`src/rtl/alarm_set_ctrl.sv`:
```
// ---------------------------------------------------------------------------
// alarm_set_ctrl
//   Button-driven controller for setting the current time and the alarm time
//   of a 24h clock, plus alarm enable, stop and snooze handling.
//
// Ports
//   clk, reset            : system clock, synchronous active-high reset
//   btn_mode              : rising edge advances the edit sequence
//   btn_inc               : rising edge increments the field being edited
//   btn_snooze / btn_stop : rising edge requests snooze / alarm stop
//   btn_al_en             : rising edge toggles alarm enable (IDLE only)
//   Alarm                 : ringing indication from the clock block
//   H_in1,H_in0,M_in1,M_in0 : BCD hh:mm towards the clock block
//   LD_time / LD_alarm    : one-cycle load strobes (LOAD_T / LOAD_A states)
//   STOP_al               : one-cycle alarm-stop strobe
//   AL_ON                 : alarm enable level
//   mode                  : current FSM state code
// ---------------------------------------------------------------------------
module alarm_set_ctrl #(
    parameter int SNOOZE_MIN = 5,   // 1..9
    parameter int MAX_SNOOZE = 3    // 1..7
) (
    input  logic       clk,
    input  logic       reset,
    input  logic       btn_mode,
    input  logic       btn_inc,
    input  logic       btn_snooze,
    input  logic       btn_stop,
    input  logic       btn_al_en,
    input  logic       Alarm,
    output logic [1:0] H_in1,
    output logic [3:0] H_in0,
    output logic [3:0] M_in1,
    output logic [3:0] M_in0,
    output logic       LD_time,
    output logic       LD_alarm,
    output logic       STOP_al,
    output logic       AL_ON,
    output logic [2:0] mode
);

    typedef enum logic [2:0] {
        IDLE   = 3'd0,
        SET_TH = 3'd1,
        SET_TM = 3'd2,
        LOAD_T = 3'd3,
        SET_AH = 3'd4,
        SET_AM = 3'd5,
        LOAD_A = 3'd6
    } state_t;

    state_t      state_q, state_d;

    // Hours and minutes are held in binary; BCD is produced only at the output.
    logic [4:0]  t_hr_q, a_hr_q;
    logic [5:0]  t_min_q, a_min_q;
    logic [2:0]  snz_cnt_q;
    logic        stop_q;
    logic        al_on_q;

    // Button edge detection: {mode, inc, snooze, stop, al_en}
    logic [4:0]  btn_now, btn_q, btn_edge;
    logic        e_mode, e_inc, e_snz, e_stop, e_al_en;

    assign btn_now  = {btn_mode, btn_inc, btn_snooze, btn_stop, btn_al_en};
    assign btn_edge = btn_now & ~btn_q;
    assign {e_mode, e_inc, e_snz, e_stop, e_al_en} = btn_edge;

    // Snooze is honoured only in IDLE while ringing; stop and mode edges win.
    // Once the snooze budget is spent, a snooze behaves as a stop.
    logic snooze_ok, snooze_go, snooze_stop, inc_en;
    assign snooze_ok   = (state_q == IDLE) && e_snz && Alarm && !e_stop && !e_mode;
    assign snooze_go   = snooze_ok && (snz_cnt_q < 3'(MAX_SNOOZE));
    assign snooze_stop = snooze_ok && !snooze_go;
    assign inc_en      = e_inc && !e_mode;

    // Alarm time advanced by SNOOZE_MIN with carry into hours (23 -> 00).
    logic [6:0] snz_min_sum;
    logic [5:0] snz_min;
    logic [4:0] snz_hr;
    always_comb begin
        snz_min_sum = {1'b0, a_min_q} + 7'(SNOOZE_MIN);
        snz_min     = 6'(snz_min_sum);
        snz_hr      = a_hr_q;
        if (snz_min_sum >= 7'd60) begin
            snz_min = 6'(snz_min_sum - 7'd60);
            snz_hr  = (a_hr_q == 5'd23) ? 5'd0 : a_hr_q + 5'd1;
        end
    end

    // State register
    always_ff @(posedge clk) begin
        if (reset) state_q <= IDLE;
        else       state_q <= state_d;
    end

    // Next-state logic
    always_comb begin
        state_d = state_q;
        case (state_q)
            IDLE:   if (e_mode) state_d = SET_TH;
                    else if (snooze_go) state_d = LOAD_A;
            SET_TH: if (e_mode) state_d = SET_TM;
            SET_TM: if (e_mode) state_d = LOAD_T;
            LOAD_T: state_d = SET_AH;
            SET_AH: if (e_mode) state_d = SET_AM;
            SET_AM: if (e_mode) state_d = LOAD_A;
            LOAD_A: state_d = IDLE;
            default: state_d = IDLE;
        endcase
    end

    // Edit registers, snooze counter, enable and stop strobe
    always_ff @(posedge clk) begin
        if (reset) begin
            btn_q     <= '0;
            t_hr_q    <= '0;
            t_min_q   <= '0;
            a_hr_q    <= '0;
            a_min_q   <= '0;
            snz_cnt_q <= '0;
            stop_q    <= 1'b0;
            al_on_q   <= 1'b0;
        end else begin
            btn_q  <= btn_now;
            stop_q <= e_stop || snooze_ok;

            if (inc_en) begin
                case (state_q)
                    SET_TH: t_hr_q  <= (t_hr_q  == 5'd23) ? 5'd0 : t_hr_q  + 5'd1;
                    SET_TM: t_min_q <= (t_min_q == 6'd59) ? 6'd0 : t_min_q + 6'd1;
                    SET_AH: a_hr_q  <= (a_hr_q  == 5'd23) ? 5'd0 : a_hr_q  + 5'd1;
                    SET_AM: a_min_q <= (a_min_q == 6'd59) ? 6'd0 : a_min_q + 6'd1;
                    default: ;
                endcase
            end

            if (snooze_go) begin
                a_hr_q  <= snz_hr;
                a_min_q <= snz_min;
            end

            if (e_stop || snooze_stop || (state_q == SET_AM && e_mode))
                snz_cnt_q <= '0;
            else if (snooze_go)
                snz_cnt_q <= snz_cnt_q + 3'd1;

            if (state_q == SET_AM && e_mode)
                al_on_q <= 1'b1;
            else if (state_q == IDLE && e_al_en)
                al_on_q <= ~al_on_q;
        end
    end

    // Output decode
    logic       show_time;
    logic [4:0] disp_hr;
    logic [5:0] disp_min;
    always_comb begin
        show_time = (state_q == SET_TH) || (state_q == SET_TM) || (state_q == LOAD_T);
        disp_hr   = show_time ? t_hr_q  : a_hr_q;
        disp_min  = show_time ? t_min_q : a_min_q;

        if (disp_hr >= 5'd20) begin
            H_in1 = 2'd2;
            H_in0 = 4'(disp_hr - 5'd20);
        end else if (disp_hr >= 5'd10) begin
            H_in1 = 2'd1;
            H_in0 = 4'(disp_hr - 5'd10);
        end else begin
            H_in1 = 2'd0;
            H_in0 = 4'(disp_hr);
        end
        M_in1 = 4'(disp_min / 6'd10);
        M_in0 = 4'(disp_min % 6'd10);

        LD_time  = (state_q == LOAD_T);
        LD_alarm = (state_q == LOAD_A);
        STOP_al  = stop_q;
        AL_ON    = al_on_q;
        mode     = state_q;
    end

endmodule

```
`config.mk`:
```
export PLATFORM = sky130hd
export DESIGN_NAME = alarm_set_ctrl
export DESIGN_NICKNAME = d
export VERILOG_FILES = /design/src/rtl/alarm_set_ctrl.sv
export SDC_FILE = /design/constraint.sdc
export NUM_CORES = 1
export LEC_CHECK = 0
export CORE_MARGIN = 1
export CORE_UTILIZATION = 40
export CTS_CLUSTER_DIAMETER = 60
export DETAILED_ROUTE_END_ITERATION = 16
export GPL_ROUTABILITY_DRIVEN = 0
export PLACE_DENSITY = 0.6
export SLEW_MARGIN = 15
export SYNTH_ARGS = -nofsm -noshare
export SYNTH_HDL_FRONTEND = slang
export SYNTH_SLANG_ARGS = --single-unit
```
`constraint.sdc`:
```
create_clock -name clk -period 5 [get_ports clk]
set_input_delay 0.75 -clock clk [delete_from_list [all_inputs] [get_ports clk]]
set_output_delay 0.75 -clock clk [all_outputs]
set_load 0.02 [all_outputs]
```
* Word level (Yosys, flattened, before mapping)
Index checks and enable logic that the tools add are counted.
Cells by class: reductions and logical operators 28, shift-type cells 0, multipliers 0, equality and inequality tests 16, mux-type cells 27, divide/modulo/power cells 2, $lt $le $gt $ge 4, add/sub/neg operators 9, bitwise operators 3
Operators by type and width (count):
- $mux W6 | 7
- $mux W5 | 7
- $mux W3 | 6
- $pmux W3 S6 | 1
- $add A6 B1 Y6 const B | 2
- $eq A6 B6 Y1 const B | 2
- $add A5 B1 Y5 const B | 2
- $eq A5 B5 Y1 const B | 2
- $eq A3 B3 Y1 const B | 3
- $logic_and A1 B1 Y1 | 9
- $mux W4 | 2
- $ne A2 B2 Y1 const B | 4
- $reduce_bool A2 Y1 | 4
- $add A6 B3 Y7 const B | 1
- $ge A7 B6 Y1 const B | 1
- $div A6 B4 Y6 const B | 1
- $eq A3 B2 Y1 const B | 2
- $mod A6 B4 Y6 const B | 1
- $reduce_and A2 Y1 | 3
- $sub A6 B6 Y6 const B | 1
- $and A5 B5 Y5 | 1
- $ge A5 B4 Y1 const B | 1
- $ge A5 B5 Y1 const B | 1
- $logic_or A1 B1 Y1 | 5
- 16 further kinds | 20
Storage, ports and cells: bits in read-only memories 0, memories kept 0, output and inout bits 21, register bits after elaboration 35, word-level logic and storage cells 98, bits in writable memories 0, latch bits 0

* Depth between registers and ports, before layout
Gate-level depths: netlist of run 1.
word-level depth 12, gate-level depth with buffers 14

* Worst setup path before layout of run 1
OpenSTA, ideal clock, no wires.
path kind register to output, start reg state_q[0], in the netlist mode[0], end out M_in0[3], setup slack 1077 ps, data required time 4250 ps, arrival time 3173 ps, stages on the path, launching flop included 14, path through dfxtp_1 > buf_2 > o21bai_2 > buf_2 > buf_2 > mux2i_1 > ha_1 > nor2_1 > a211o_1 > o21ai_0 > a22oi_1 > ha_1 > o31a_1 > mux2_2
Between the ends: longest elaborated chain between the ends 5
RTL lines:
- start, declared | RTL line 52 | state_t state_q, state_d;
- start signal, assigned | RTL line 94 | else state_q <= state_d;
- $eq A3 B1 Y1 / $eq A3 B2 Y1 (equally long branches) | RTL line 160 | show_time = (state_q == SET_TH) || (state_q == SET_TM) || (state_q == LOAD_T);
- $logic_or A1 B1 Y1 | RTL line 160
- $logic_or A1 B1 Y1 (*) | RTL line 160
- $mux W6 (*) | RTL line 162 | disp_min = show_time ? t_min_q : a_min_q;
- $mod A6 B4 Y6 (*) | RTL line 175 | M_in0 = 4'(disp_min % 6'd10);
- end, declared | RTL line 34 | output logic [3:0] M_in0,
Mark *: on every way between the ends. The rest lies on a longest branch, timed or not.

* Final worst setup path of run 1
start reg state_q[1], in the netlist mode[1], end out M_in0[3]
The elaborated chain is that of the path after synthesis.

==> out/qor.yml, run 1 <==
yosys:
  synth-main-ff-cell: "dfxtp_1"
  synthArstFlopShare_pct: 0
  ys_types: 66
  synth_area_mm2: 0.00252
  post-synth-top-area-fraction_pct: 27.8
  syn_nets: 331
  syn_inst: 311
  synth_seq_area_share_pct: 27.8
  synth_edf_count: 0
  postSynthAreaPerCell_um2: 8.09
  synthTopCellsByCount: "36 x nor2_1, 35 x dfxtp_1, 25 x a21oi_1"
  synth_warnings: 0
  synth.most_common_cell: "nor2_1"
  synth_seq_cells: 35
  synth_area_leaders: "dfxtp_1 28%, mux2i_1 7.2%, ha_1 6.0%, nor2_1 5.4%, a21oi_1 5.0%"
  synth_largest_area_cell: "dfxtp_1"
worst_setup_path:
  slowest_stage: "clkdlybuf4s50_1"
  cp.arrival_ns: 3.81
  r2r_end: "a_hr_q[2]$_SDFFE_PP0P_"
  critPathCaptureType: "output port"
  r2r_slack_ns: 2.23
  path_cells: "o21bai_2, buf_4, mux2i_1, a211o_1, o21ai_0, a22oi_1, ha_1, a211oi_1, nor4_1, mux2_2, clkdlybuf4s50_1"
  path_max_fanout: 16
  slowest_delay_ns: 0.59
  reg2regPathDepth: 8
  critical_path_class: "flop to output port"
  critical_path_required_ns: 4.25
  worst_setup_path_start_kind: "flop"
  r2r_start: "a_min_q[0]$_SDFFE_PP0P_"
detailed_routing:
  ant_nets: 0
  drt_pass1_iterations: 4
  viasPerCell: 5.53
  dr_total_vias: 2244
  wl_um: 5580
  routedWlPerCell_um: 13.7
  drc_errors: 0
  drt_iter0_markers: 107
global_routing:
  grt_overflow: 0
  grt_pass1_vias: 1939
  grt_pass1_wl_um: 9150
  antenna_found_initial: 0
  grt_max_degree: 25
  grtUsageTotal_pct: 17.9
die:
  boundaryPins: 29
  dieArea_mm2: 0.00661
  initial_core_util_pct: 42.0
  die_w_um: 81.3
  fp-row-count: 28
  placeableCoreArea_mm2: 0.00599
  die_h_um: 81.3
layout:
  drive_gt1_share_pct: 8.16
  n_antenna_cell: 0
  fillers: 586
  fin_cells: 406
  nNetsFinal: 350
  synthToLayoutAreaGrowth_pct: 17.0
pwr:
  peakVddDrop_uv: 158
  power_mw: 0.745
  p_leak_nw: 1.13
  powerDensity_mw_per_mm2: 253
placed_design:
  dp.cells: 398
  io_buffer_count: 27
  hpwl_um: 4090
  post-place-ws_ns: 0.754
timing:
  slew_headroom_pct: 56.9
  period_share_pct: 91.1
  rsz0062_at_grt: "no"
  setup_ws_ns: 0.443
  fmax_ghz: 0.219
  finalClockSkew_ns: 0.00507
  final.setup.tns_ns: 0
  worst_pin_slew_ns: 0.643
  finalSetupViolCount: 0
  whs_ns: 0.499
  hold_viol_final: 0
  slew_viol_final: 0
  fin_crit_ns: 4.56
clock_network:
  clock_path_buffers: 2
  post-cts-setup-buffers: 0
  ctsResizeCount: 0
  postCtsHoldBufs: 0
  insertion_delay_ns: 0.28
  cts_tree: "built"
  cts_sinks: 35
  cts_root_buf: "clkbuf_8"
  numCtsBuffers: 5
  cts.htree.levels: 2
  cts.reportedPaths.clkPinSlew_ns: 0.08
min_path:
  hold_depth: 2
  hold_start: "snz_cnt_q[2]$_SDFFE_PP0P_"
  worstHoldPathType: "flop to flop"
  whs_endpoint: "snz_cnt_q[2]$_SDFFE_PP0P_"
run:
  maxCapViolations: 0
status:
  status: "complete, no violations"
[flip-flops by register name, summed over array words and instances (netlist names)]
name       cells
AL_ON          1
STOP_al        1
a_hr_q         5
a_min_q        6
btn_q          5
mode           3
snz_cnt_q      3
t_hr_q         5
t_min_q        6
[critical path: cells and delay by family (launching register included)]
family / cells / cell delay (ns)
AOI/OAI and AO/OA: 5 / 1.06
buffers and inverters: 2 / 0.92
muxes: 2 / 0.58
DFF: 1 / 0.43
and+or+nand+nor: 1 / 0.27
adders and majority gates: 1 / 0.26
[routing by layer]
metal,GRT usage [%],wire (um)
met5,0,0
met4,4.82,35
met3,4.04,208
met2,28.6,2600
met1,24.1,2730
[cell usage in the layout, fill, tap and decap left out, types with 3 or more instances in the layout]
cell type         n
nor2b_1          13
mux2_2            5
nand4_1           3
or3_1             3
o31ai_1           3
clkdlybuf4s50_1  27
xnor2_1           8
nand3b_1          5
nand2_1          15
nor3_1           10
a31oi_1           3
nand3_1           7
dfxtp_1          35
a21oi_1          25
nand2b_1          6
a211oi_1          3
clkbuf_8          6
mux2i_1          18
o211ai_1          3
inv_1             7
o21ai_0          11
o21ai_1           8
nor2_1           36
xor2_1            6
ha_1             12
[power breakdown]
part           switching [mW]  leakage [nW]  internal, mW
clock                   0.108        0.0618         0.164
sequential             0.0170         0.285         0.289
combinational          0.0895         0.786        0.0776
[through the flow]
| step | utilization, % | area [um2] |
|---|---|---|
| 2_1_floorplan | - | 2520 |
| 3_3_place_gp | 47.1 | 2820 |
| 3_5_place_dp | 47.1 | 2820 |
| 4_1_cts | 49.1 | 2940 |
| 5_1_grt | 49.1 | 2940 |
| 6_report | 49.1 | 2940 |
[final cells by class]
cell class                      count  area (um2)  share of cell area, %
Inverter                            7        26.3                  0.893
Clock buffer                        6        82.6                   2.81
Clock inverter                      2        38.8                   1.32
Timing Repair Buffer               29         285                   9.69
Tap cell                           75        93.8                   3.19
Multi-Input combinational cell    252        1720                   58.3
Sequential cell                    35         701                   23.8
[how the worst max path moves through the flow]
stage                              start        to  slack [ns]
detailed placement  mode[1]$_SDFFE_PP0P_  M_in0[3]        0.75
finish              mode[1]$_SDFFE_PP0P_  M_in0[3]        0.44
floorplan           mode[0]$_SDFFE_PP0P_  M_in0[3]        1.08
global route        mode[1]$_SDFFE_PP0P_  M_in0[3]        0.16
global placement    mode[1]$_SDFFE_PP0P_  M_in0[3]        0.87
CTS                 mode[1]$_SDFFE_PP0P_  M_in0[3]        0.44
[cells by family (layout without fill, tap and decap cells)]
| group | count (synthesis) | after routing | synth area share [%] |
|---|---|---|---|
| AND/OR/NAND/NOR | 120 | 120 | 25.7 |
| AO/OA/AOI/OAI | 81 | 81 | 21.6 |
| flip-flops | 35 | 35 | 27.8 |
| multiplexers | 24 | 24 | 9.85 |
| buffers and inverters | 24 | 44 | 3.98 |
| XOR/XNOR | 14 | 14 | 4.87 |
| adder cells (fa/ha/maj) | 12 | 12 | 5.97 |
| other | 1 | 1 | 0.149 |
No activity file was read; power rests on OpenSTA's default activity.
==> run 2, diff against run 1 <==
CORE_UTILIZATION = 29   (was 40)
PLACE_DENSITY = 0.47   (was 0.6)
==> out/qor.yml, run 2 (synthesis gave the netlist of run 1 again) <==
global_routing:
  grt_pass1_wl_um: 9650
  grt_overflow: 0
  grt_max_degree: 25
  antenna_found_initial: 0
  grt_pass1_vias: 2018
  grtUsageTotal_pct: 13.5
placed_design:
  dp.cells: 428
  post-place-ws_ns: 0.873
  io_buffer_count: 27
  placed_area_mm2: 0.00286
  hpwl_um: 4410
run:
  maxCapViolations: 0
detailed_routing:
  drc_errors: 0
  drt_pass1_iterations: 4
  routedWlPerCell_um: 13.3
  drt_iter0_markers: 64
  viasPerCell: 5.17
  dr_total_vias: 2253
  ant_nets: 0
  wl_um: 5820
worst_setup_path:
  critical_path_class: "flop to output port"
  worst_setup_path_start_kind: "flop"
  path_cells: "o21bai_2, buf_4, mux2_2, o21ba_2, nor2_1, a22oi_1, ha_1, a211oi_1, nor4_1, mux2_2, clkdlybuf4s50_1"
  critPathBufInv: 2
  crit_top_cell: "mux2_2"
  slowest_delay_ns: 0.59
  slowest_stage: "clkdlybuf4s50_1"
  cp-startpoint: "mode[1]$_SDFFE_PP0P_"
  path_max_fanout: 21
  r2r_start: "a_min_q[0]$_SDFFE_PP0P_"
  critical_path_required_ns: 4.25
  cp.arrival_ns: 3.71
  critPathCaptureType: "output port"
  path_delay_family: "buffers and inverters"
layout:
  synthToLayoutAreaGrowth_pct: 17.6
  final_area_mm2: 0.00296
  final_cell_mix: "36 x nor2_1, 35 x dfxtp_1, 27 x clkdlybuf4s50_1, 25 x a21oi_1, 18 x mux2i_1"
  fin_cells: 436
  top_regs: "a_min_q x6, t_min_q x6"
  nNetsFinal: 350
  utilization_pct: 35.7
  n_antenna_cell: 0
  drive_gt1_share_pct: 7.85
  final_common_cell: "nor2_1"
timing:
  finalSetupViolCount: 0
  hold_viol_final: 0
  finalClockSkew_ns: 0.00343
  final.setup.tns_ns: 0
  setup_ws_ns: 0.539
  fin_crit_ns: 4.46
  period_share_pct: 89.2
  slew_viol_final: 0
  rsz0062_at_grt: "no"
  fmax_ghz: 0.224
  slew_headroom_pct: 58.3
  whs_ns: 0.480
  worst_pin_slew_ns: 0.608
pwr:
  p_leak_nw: 1.12
  power_mw: 0.698
  peakVddDrop_uv: 178
  powerDensity_mw_per_mm2: 236
clock_network:
  clock_path_buffers: 2
  cts_tree: "built"
  cts_root_buf: "clkbuf_8"
  insertion_delay_ns: 0.28
  cts_sinks: 35
  cts.reportedPaths.clkPinSlew_ns: 0.07
  postCtsHoldBufs: 0
  numCtsBuffers: 5
  ctsResizeCount: 0
  cts.htree.levels: 2
  post-cts-setup-buffers: 0
die:
  die_w_um: 95.1
  die_h_um: 95.1
  placeableCoreArea_mm2: 0.00830
  fp-row-count: 33
  boundaryPins: 29
  initial_core_util_pct: 30.3
  dieArea_mm2: 0.00905
min_path:
  worstHoldPathType: "flop to flop"
  hold_start: "snz_cnt_q[2]$_SDFFE_PP0P_"
status:
  status: "complete, no violations"
[run 2: cell types whose count changed in the layout (fill, tap and decap cells not counted)]
cell,change
bufinv_16,-1
clkbuf_1,+1
clkbuf_8,+1
inv_6,-1
[run 2: cell type report]
class | instances | area [um2]
Inverter | 7 | 26.3
Timing Repair Buffer | 29 | 285
Sequential cell | 35 | 701
Clock buffer | 8 | 100
Fill cell | 872 | 5340
Multi-Input combinational cell | 252 | 1720
Tap cell | 105 | 131
[run 2: routing by layer]
layer  track usage, %  routed length [um]
met5                0                   0
met4             3.66                  57
met3             3.11                 189
met2             21.7                2640
met1             18.0                2940
[run 2: power breakdown]
part           internal [mW]  total [mW]  leakage, nW  switching (mW)
combinational         0.0775       0.167        0.786          0.0896
clock                  0.126       0.225       0.0515          0.0997
sequential             0.289       0.306        0.285          0.0170
[run 2: final timing paths]
| check | to | slack, ns | cells after the start |
|---|---|---|---|
| min | snz_cnt_q[2]$_SDFFE_PP0P_ | 0.48 | 2 |
| min reg2reg | snz_cnt_q[2]$_SDFFE_PP0P_ | 0.48 | 2 |
| max | M_in0[3] | 0.54 | 11 |
| max reg2reg | a_hr_q[3]$_SDFFE_PP0P_ | 2.18 | 8 |
[run 2: worst reg2reg max path, delay by kind of cell, from the launching register on]
kind,cells,cell delay (ns)
adders and majority gates,2,0.64
xor gates and xnor gates,1,0.17
AOI/OAI and AO/OA,4,0.87
DFF,1,0.56
and+or+nand+nor,1,0.51
==> run 3, diff against run 2 <==
ABC_AREA = 0   (was not set)
==> results of run 3 <==
Final layout, timing and power as in run 2 (identical DEF).
